==> src/rtl/counter_sequencer_if.sv <==
// Control/status bundle for counter_sequencer: configuration, run controls
// and the counter/status outputs, grouped so the controller and its user
// share a single port.
interface counter_sequencer_if #(
  parameter int WIDTH = 4,
  parameter int WRAPW = 8
);
  logic             cfg_we;
  logic [WIDTH-1:0] cfg_limit;
  logic             cfg_reload;
  logic             start;
  logic             pause;
  logic             abort;
  logic [WIDTH-1:0] count;
  logic             busy;
  logic             tc;
  logic             done;
  logic [WRAPW-1:0] wraps;

  // The user side drives configuration and controls, and observes status.
  modport master (
    output cfg_we, cfg_limit, cfg_reload, start, pause, abort,
    input  count, busy, tc, done, wraps
  );

  // The controller side consumes controls and produces status.
  modport slave (
    input  cfg_we, cfg_limit, cfg_reload, start, pause, abort,
    output count, busy, tc, done, wraps
  );
endinterface

==> src/rtl/counter_sequencer.sv <==
// counter_sequencer: sequences a WIDTH-bit up-counter through
// IDLE/RUN/HOLD/DONE. It uses a terminal value and a one-shot or
// auto-reload mode, both latched while idle. It emits a terminal-count
// pulse, a completion pulse and a saturating tally of reload periods.
module counter_sequencer #(
  parameter int WIDTH = 4,
  parameter int WRAPW = 8
) (
  input logic              clk,
  input logic              rst,
  counter_sequencer_if.slave bus
);

  typedef enum logic [1:0] {
    S_IDLE,
    S_RUN,
    S_HOLD,
    S_DONE
  } state_t;

  state_t           state_q;
  state_t           state_d;
  logic [WIDTH-1:0] count_q;
  logic [WIDTH-1:0] limit_q;
  logic             reload_q;
  logic             tc_q;
  logic [WRAPW-1:0] wraps_q;

  logic             active;
  logic             step;
  logic             terminal;

  // A step happens in RUN or HOLD when neither abort nor pause holds it off.
  // A HOLD cycle with pause low therefore resumes counting on the same edge,
  // so P cycles of pause cost exactly P cycles of delay.
  always_comb begin
    active   = (state_q == S_RUN) || (state_q == S_HOLD);
    step     = active && !bus.abort && !bus.pause;
    terminal = step && (count_q == limit_q);
  end

  // State register.
  always_ff @(posedge clk) begin
    if (rst) state_q <= S_IDLE;
    else     state_q <= state_d;
  end

  // Next-state decode, with abort taking priority over pause and over stepping.
  always_comb begin
    state_d = state_q;
    case (state_q)
      S_IDLE: if (bus.start) state_d = S_RUN;
      S_RUN, S_HOLD: begin
        if (bus.abort)                  state_d = S_IDLE;
        else if (bus.pause)             state_d = S_HOLD;
        else if (terminal && !reload_q) state_d = S_DONE;
        else                            state_d = S_RUN;
      end
      S_DONE: state_d = S_IDLE;
      default: state_d = S_IDLE;
    endcase
  end

  // Outputs decoded from state alone, plus the registered datapath values.
  always_comb begin
    bus.busy  = (state_q == S_RUN) || (state_q == S_HOLD);
    bus.done  = (state_q == S_DONE);
    bus.count = count_q;
    bus.tc    = tc_q;
    bus.wraps = wraps_q;
  end

  // Configuration is writable only while idle. A write in the start cycle
  // still lands before the run uses it.
  always_ff @(posedge clk) begin
    if (rst) begin
      limit_q  <= '1;
      reload_q <= 1'b1;
    end else if (state_q == S_IDLE && bus.cfg_we) begin
      limit_q  <= bus.cfg_limit;
      reload_q <= bus.cfg_reload;
    end
  end

  // Counter datapath: cleared when idle or aborted. It advances on each step.
  // A terminal step reloads to zero or, in one-shot mode, holds at the limit.
  always_ff @(posedge clk) begin
    if (rst) begin
      count_q <= '0;
    end else begin
      case (state_q)
        S_RUN, S_HOLD: begin
          if (bus.abort)     count_q <= '0;
          else if (terminal) count_q <= reload_q ? '0 : count_q;
          else if (step)     count_q <= count_q + WIDTH'(1);
        end
        default: count_q <= '0;
      endcase
    end
  end

  // Terminal-count pulse, registered so it lines up with the reloaded count.
  always_ff @(posedge clk) begin
    if (rst) tc_q <= 1'b0;
    else     tc_q <= terminal;
  end

  // Reload-period tally: cleared on start, saturating at its maximum value.
  always_ff @(posedge clk) begin
    if (rst) begin
      wraps_q <= '0;
    end else if (state_q == S_IDLE && bus.start) begin
      wraps_q <= '0;
    end else if (terminal && reload_q && (wraps_q != {WRAPW{1'b1}})) begin
      wraps_q <= wraps_q + WRAPW'(1);
    end
  end

endmodule

==> src/flat_wrapper.sv <==
// flat-port wrapper written by rule: the top's interface ports become plain ports
module counter_sequencer_flat 
#(
  parameter int WIDTH = 4,
  parameter int WRAPW = 8
)
  (clk, rst, bus_cfg_we, bus_cfg_limit, bus_cfg_reload, bus_start, bus_pause, bus_abort, bus_count, bus_busy, bus_tc, bus_done, bus_wraps);
  counter_sequencer_if #(.WIDTH(WIDTH), .WRAPW(WRAPW)) bus_i ();
  input logic clk;
  input logic rst;
  input wire logic [$bits(bus_i.cfg_we)-1:0] bus_cfg_we;
  input wire logic [$bits(bus_i.cfg_limit)-1:0] bus_cfg_limit;
  input wire logic [$bits(bus_i.cfg_reload)-1:0] bus_cfg_reload;
  input wire logic [$bits(bus_i.start)-1:0] bus_start;
  input wire logic [$bits(bus_i.pause)-1:0] bus_pause;
  input wire logic [$bits(bus_i.abort)-1:0] bus_abort;
  output wire logic [$bits(bus_i.count)-1:0] bus_count;
  output wire logic [$bits(bus_i.busy)-1:0] bus_busy;
  output wire logic [$bits(bus_i.tc)-1:0] bus_tc;
  output wire logic [$bits(bus_i.done)-1:0] bus_done;
  output wire logic [$bits(bus_i.wraps)-1:0] bus_wraps;
  assign bus_i.cfg_we = bus_cfg_we;
  assign bus_i.cfg_limit = bus_cfg_limit;
  assign bus_i.cfg_reload = bus_cfg_reload;
  assign bus_i.start = bus_start;
  assign bus_i.pause = bus_pause;
  assign bus_i.abort = bus_abort;
  assign bus_count = bus_i.count;
  assign bus_busy = bus_i.busy;
  assign bus_tc = bus_i.tc;
  assign bus_done = bus_i.done;
  assign bus_wraps = bus_i.wraps;
  counter_sequencer #(.WIDTH(WIDTH), .WRAPW(WRAPW)) u_core (.clk(clk), .rst(rst), .bus(bus_i));
endmodule
==> config.mk <==
export PLATFORM = sky130hd
export DESIGN_NAME = counter_sequencer_flat
export DESIGN_NICKNAME = d
export VERILOG_FILES = /design/src/rtl/counter_sequencer_if.sv /design/src/rtl/counter_sequencer.sv /design/src/flat_wrapper.sv
export SDC_FILE = /design/constraint.sdc
export NUM_CORES = 1
export LEC_CHECK = 0
export ABC_AREA = 1
export ABC_CLOCK_PERIOD_IN_PS = 4840
export BUFFER_PORTS_ARGS = -buffer_cell sky130_fd_sc_hd__clkbuf_2
export CAP_MARGIN = 30
export CORE_MARGIN = 10
export CORE_UTILIZATION = 40
export CTS_BUF_LIST = sky130_fd_sc_hd__clkbuf_4 sky130_fd_sc_hd__clkbuf_8
export DETAILED_ROUTE_END_ITERATION = 8
export GPL_TIMING_DRIVEN = 0
export RECOVER_POWER = 100
export SYNTH_ARGS = -nofsm -noshare
export SYNTH_HDL_FRONTEND = slang
export SYNTH_SLANG_ARGS = --single-unit
==> constraint.sdc <==
create_clock -name clk -period 4.84 [get_ports clk]
set_clock_uncertainty 0.2 [all_clocks]
set_input_delay 0.242 -clock clk [delete_from_list [all_inputs] [get_ports clk]]
set_output_delay 0.242 -clock clk [all_outputs]
set_load 0.005 [all_outputs]
==> out/metrics.cfg, run 1 <==
[status]
outcome=finished, final reports clean

[setup_path]
required_ps=4890
reg2reg_setup_slack_ps=2560
critPathKind=flip-flop to flip-flop
r2r_cells=9
r2r-end=u_core.bus.wraps[6]
arrival_ps=2330
critPathMaxFanout=10
r2r_start=u_core.state_q[0]
cp-start-kind=flip-flop
cp-end-kind=flip-flop

[sta]
whs_ps=37.7
max_freq_mhz=438
finalHoldViolCount=0
min_period_ps=2280
final.setup.worst_slack_ps=2560
slew_headroom=0.688
finalCritPeriodShare=0.472
fin_setup_tns_ps=0
rsz0062_at_grt=false
worst_pin_slew_ps=468
setup-violations-final=0
slew_viol_final=0

[synth]
ys_seq_area_frac=0.347
synth.distinct_cells=23
synth_top_cell_by_area=dfxtp_1
syn-cell-area_um2=1150
syn_area_per_cell_um2=6.79
yosysWarningCount=0
ys_ff_latch=20
synth_area_leaders=dfxtp_1, nand2_1, inv_1
synthCells=170
synth_top_area_share=0.347
syn-num-nets=185

[routing]
viasPerCell=5.08
first_iter_violations=65
drcViolationCount=0
postRouteAntennaNets=0
vias=1194
drt_first_pass_iters=6
wl_um=2950
routedWlPerCell_um=12.5

[global_routing]
antenna_found_initial=0
grt_max_degree=11
grt_pass1_wl_um=5020
grt_usage=0.113
grt-ovfl-total=0
grt_pass1_vias=1190

[floorplanning]
initial_core_util=0.418
rows=19
io_pins=26
core_um2=2760
die_area_um2=5430
die_y_um=73.7
die_w_um=73.7

[clock_tree]
clk_latency_ps=310
cts-resized-gates=0
ctsLongestPathBuffers=2
cts.reportedPaths.clkPinSlew_ps=120
postCtsSetupBuffers=0
htreeDepth=1
root_buffer=clkbuf_4
cts_buffers=3
cts_sinks=20
cts_tree=built

[placement]
dp_cells=226
dp_hpwl_um=2270
port_buffers=25
dpl_cell_area_um2=1320
place_ws_ps=2980
gp_congestion=0.861

[power_and_ir_drop]
leakagePower_nw=0.580
powerDensity_nw_per_um2=252
finalPower_mw=0.344
ir_drop_mv=0.208

[finish]
area_growth_pct=18.2
num_antenna_cells=0
drive_above_1_share=0.118
fin_cells=235
final_util=0.495
finalNetCount=221
final_area_um2=1360

[hold_path]
hold_path.startpoint=bus_pause
whs_endpoint=u_core.state_q[1]
min_path_type=input pin to flip-flop
hold_path_depth=3

[job]
cap_violations=0

==> power by group <==
part / switching (mW) / internal (mW) / total (mW)
Clock: 0.0542 / 0.0291 / 0.0832
Sequential: 0.00828 / 0.175 / 0.183
Combinational: 0.0478 / 0.0296 / 0.0774
==> final cells by class <==
class / instances / area, µm²
buffer: 2 / 7.51
clock buffer: 3 / 22.5
fill: 298 / 1390
inverter: 24 / 90.1
multi-input combinational: 124 / 633
sequential: 20 / 400
tap: 31 / 38.8
timing repair buffer: 31 / 171
==> synth_stat cells <==
| cell | instances |
|---|---|
| clkbuf_1 | 1 |
| o211ai_1 | 4 |
| nand3_2 | 2 |
| dfxtp_1 | 20 |
| inv_1 | 20 |
| inv_2 | 3 |
| a21oi_1 | 14 |
| clkinv_1 | 1 |
| nor2_4 | 2 |
| o21ai_0 | 4 |
| buf_6 | 1 |
| nor2_1 | 11 |
| xor2_1 | 4 |
| o21bai_1 | 1 |
| ha_1 | 4 |
| nand3_1 | 10 |
| o221a_2 | 1 |
| nand2_2 | 1 |
| xnor2_1 | 2 |
| nor3_1 | 1 |
| nand4_1 | 9 |
| nor2_2 | 1 |
| nand2_1 | 53 |
==> layer usage <==
| layer | vias to the layer above | global-route usage | wire length, µm |
|---|---|---|---|
| met4 | 0 | 0.0311 | 23 |
| met1 | 545 | 0.124 | 1300 |
| met2 | 24 | 0.204 | 1470 |
| met5 | - | 0 | 0 |
| li1 | 623 | - | - |
| met3 | 2 | 0.0323 | 148 |
==> worst max-delay path by stage <==
| stage | start | endpoint | slack [ps] |
|---|---|---|---|
| floorplan | u_core.state_q[0] | u_core.bus.wraps[2] | 3160 |
| global placement | u_core.state_q[0] | u_core.bus.wraps[2] | 3030 |
| detailed placement | u_core.state_q[0] | u_core.bus.wraps[1] | 2980 |
| CTS | u_core.state_q[0] | u_core.bus.wraps[1] | 2960 |
| global route | u_core.state_q[0] | u_core.bus.wraps[6] | 2250 |
| finish | u_core.state_q[0] | u_core.bus.wraps[6] | 2560 |
==> layout by cell type, fill, tap and decap left out <==
cell type,count
nand4_1,9
o21bai_1,1
inv_1,20
nand2_1,53
xnor2_1,2
nor2_1,13
dlygate4sd3_1,6
xor2_1,4
clkinv_1,2
a21oi_1,14
nor2_2,1
dfxtp_1,20
nor3_1,1
nand3_2,2
clkbuf_4,3
o211ai_1,4
o21ai_0,4
clkbuf_2,14
o221a_2,1
nand3_1,10
inv_2,2
clkbuf_1,13
nand2_2,1
ha_1,4
==> cell families after synthesis <==
| kind of cell | after synthesis | synth area share |
|---|---|---|
| and+or+nand+nor | 90 | 0.352 |
| AOI/OAI and AO/OA | 24 | 0.120 |
| DFF | 20 | 0.347 |
| adders and majority gates | 4 | 0.0434 |
| xor gates and xnor gates | 6 | 0.0456 |
| buffers and inverters | 26 | 0.0911 |
==> critical path, cell delays in order (launching register included) <==
cell and delay [ps]:
dfxtp_1 380, inv_1 60, ha_1 340, nand2_1 90, nor2_1 160, clkinv_1 110
nor2_1 170, clkbuf_1 400, nand4_1 140, a21oi_1 170
==> sequential cells by signal, summed over array words and instances, names as in the netlist <==
signal / flops
u_core.state_q: 2
u_core.bus.tc: 1
u_core.bus.wraps: 8
u_core.bus.count: 4
u_core.reload_q: 1
u_core.limit_q: 4
==> repair_timing <==
action | 4_1_cts | 5_1_grt
hold buffers | 6 | 0
setup endpoints to repair | 0 | 0
hold endpoints to repair | 6 | 0
No activity file was read; power rests on OpenSTA's default activity.
==> run 2, diff against run 1 <==
--- a/config.mk
+++ b/config.mk
@@ -5,8 +5,8 @@
 export SDC_FILE = /design/constraint.sdc
 export NUM_CORES = 1
 export LEC_CHECK = 0
-export ABC_AREA = 1
-export ABC_CLOCK_PERIOD_IN_PS = 4840
+export ABC_AREA = 0
+export ABC_CLOCK_PERIOD_IN_PS = 2300
 export BUFFER_PORTS_ARGS = -buffer_cell sky130_fd_sc_hd__clkbuf_2
 export CAP_MARGIN = 30
 export CORE_MARGIN = 10
==> constraint.sdc (replaced) <==
create_clock -name clk -period 2.3 [get_ports clk]
set_clock_uncertainty 0.2 [all_clocks]
set_input_delay 0.115 -clock clk [delete_from_list [all_inputs] [get_ports clk]]
set_output_delay 0.115 -clock clk [all_outputs]
set_load 0.005 [all_outputs]
==> out/metrics.cfg, run 2 <==
[routing]
first_iter_violations=94
postRouteAntennaNets=0
routedWlPerCell_um=14.6
viasPerCell=5.64
vias=1072
drt_first_pass_iters=4
drcViolationCount=0
wl_um=2780

[finish]
seqCellArea_um2=400
largest_register_ffs=8
layout_common_cells=dfxtp_1, clkbuf_1, clkbuf_2
area_growth_pct=27.0
finalNetCount=176
num-fill-cells=258
num_antenna_cells=0
multi_input_area_um2=639
final_common_cell=dfxtp_1
final_area_um2=1380
drive_above_1_share=0.163

[setup_path]
critPathMaxFanout=10
reg2reg_setup_slack_ps=150
r2r_cells=7
required_ps=2330
critPathKind=flip-flop to flip-flop
arrival_ps=2180
cp_cell_sequence=inv_1, ha_4, nor3b_4, o211ai_2, buf_6, or4_1, a21oi_1
r2r-end=u_core.bus.wraps[4]
slowest_stage=or4_1
cp_slowest_stage_delay_ps=480
cp-end-kind=flip-flop
cp-start-kind=flip-flop
r2r_start=u_core.state_q[0]

[synth]
synth_commonest_cells=dfxtp_1, nand2_1, nand3_1, a21oi_1
yosysWarningCount=0
syn-cell-area_um2=1090
synthCells=121
synth_enable_flop_cells=0
synth.distinct_cells=39
synth-async-reset-ratio=0
synthFlopType=dfxtp_1
ys_ff_latch=20
ys_seq_area_frac=0.369
syn-num-nets=136
synth_area_leaders=dfxtp_1, ha_1, nand3_1
syn_area_per_cell_um2=8.98
yosysMostFrequentCell=dfxtp_1
synth_top_area_share=0.369
synth_top_cell_by_area=dfxtp_1

[placement]
dpl_cell_area_um2=1250
dp_hpwl_um=2100
port_buffers=25
gp_congestion=0.712

[sta]
rsz0062_at_grt=false
finalCritPeriodShare=0.936
setup-violations-final=0
whs_ps=16.5
min_period_ps=2150
slew_headroom=0.784
worst_pin_slew_ps=320
slew_viol_final=0
max_freq_mhz=465
finalHoldViolCount=0

[global_routing]
grt_pass1_vias=1009
grt_pass1_wl_um=4660
grt_max_degree=12
grt_usage=0.105
antenna_found_initial=0
grt-ovfl-total=0

[floorplanning]
initial_core_util=0.427
rows=18
io_pins=26
die_area_um2=5200
die_y_um=72.1
core_um2=2540
die_w_um=72.1

[power_and_ir_drop]
leakagePower_nw=0.510
powerDensity_nw_per_um2=509
ir_drop_mv=0.360

[hold_path]
hold_path.startpoint=bus_start
hold_path_depth=4
min_path_type=input pin to flip-flop
whs_endpoint=u_core.bus.wraps[7]

[clock_tree]
clk_latency_ps=290
ctsLongestPathBuffers=2
cts.reportedPaths.clkPinSlew_ps=110
cts_buffers=3
root_buffer=clkbuf_4
cts_sinks=20
htreeDepth=1
cts_tree=built

[status]
outcome=finished, final reports clean

[job]
cap_violations=0

run 2: worst max-delay path by stage:
stage | from | end | slack (ps)
final | u_core.state_q[0] | u_core.bus.wraps[4] | 150
after detailed placement | u_core.state_q[0] | u_core.bus.wraps[4] | -10
after global placement | u_core.state_q[0] | u_core.bus.wraps[4] | 40
after CTS | u_core.state_q[0] | u_core.bus.wraps[4] | 100
after floorplan | u_core.state_q[0] | u_core.bus.wraps[4] | 180
after global routing | u_core.state_q[0] | u_core.bus.wraps[4] | 50
run 2: final cells by class:
| type | count | area share |
|---|---|---|
| plain buffers | 5 | 0.0318 |
| clock buffers | 4 | 0.0263 |
| inverters | 4 | 0.0109 |
| multi-input cells | 92 | 0.464 |
| flip-flops and latches | 20 | 0.290 |
| well taps | 30 | 0.0272 |
| repair buffers | 35 | 0.150 |
run 2: power by group:
group | total, mW | leakage (nW) | internal (mW) | switching (mW)
clock network | 0.203 | 0.0210 | 0.0963 | 0.106
registers | 0.370 | 0.163 | 0.359 | 0.0108
logic | 0.129 | 0.326 | 0.0684 | 0.0609
total | 0.702 | 0.510 | 0.524 | 0.178
run 2: critical path, delay by kind of cell, from the launching register on:
| kind | cells | cell delay [ps] |
|---|---|---|
| AOI/OAI and AO/OA | 2 | 290 |
| adders and majority gates | 1 | 280 |
| buffers and inverters | 2 | 240 |
| DFF | 1 | 370 |
| and+or+nand+nor | 2 | 710 |
run 2: logic make-up (layout without fill, tap and decap cells):
family                   Yosys count  in the layout  synth area share
buffers and inverters              9             48            0.0541
AND/OR/NAND/NOR                   50             50             0.279
AO/OA/AOI/OAI                     32             32             0.202
adder cells (fa/ha/maj)            4              4            0.0461
multiplexers                       2              2            0.0184
flip-flops                        20             20             0.369
XOR/XNOR                           4              4            0.0323
run 2: through the flow:
step / instances / total power, mW / setup slack, ps / utilization / setup TNS, ps
after floorplan: 121 / 0.450 / 176 / - / 0
after global placement: 176 / 0.479 / 35.7 / 0.491 / 0
after detailed placement: 176 / 0.483 / -10.7 / 0.491 / -10.7
after CTS: 190 / 0.701 / 99.2 / 0.543 / 0
after global routing: 190 / 0.738 / 51.0 / 0.542 / 0
final: 190 / 0.702 / 148 / 0.542 / 0
run 2: repair_timing:
action                                  in CTS  in global routing
gates resized for setup                      0                  1
endpoints found under the setup margin       1                  1
hold endpoints to repair                    12                  0
gates cloned                                 0                  0
setup buffers                                1                  0
hold buffers                                 9                  0
pin swaps                                    0                  0
run 2: layer usage:
layer	vias up	wire length, µm	share of wire	track usage
met5	-	0	0	0
met3	2	171	0.062	0.0272
met1	498	1240	0.45	0.127
li1	540	-	-	-
met4	0	12	0.0043	0.0258
met2	32	1360	0.49	0.180
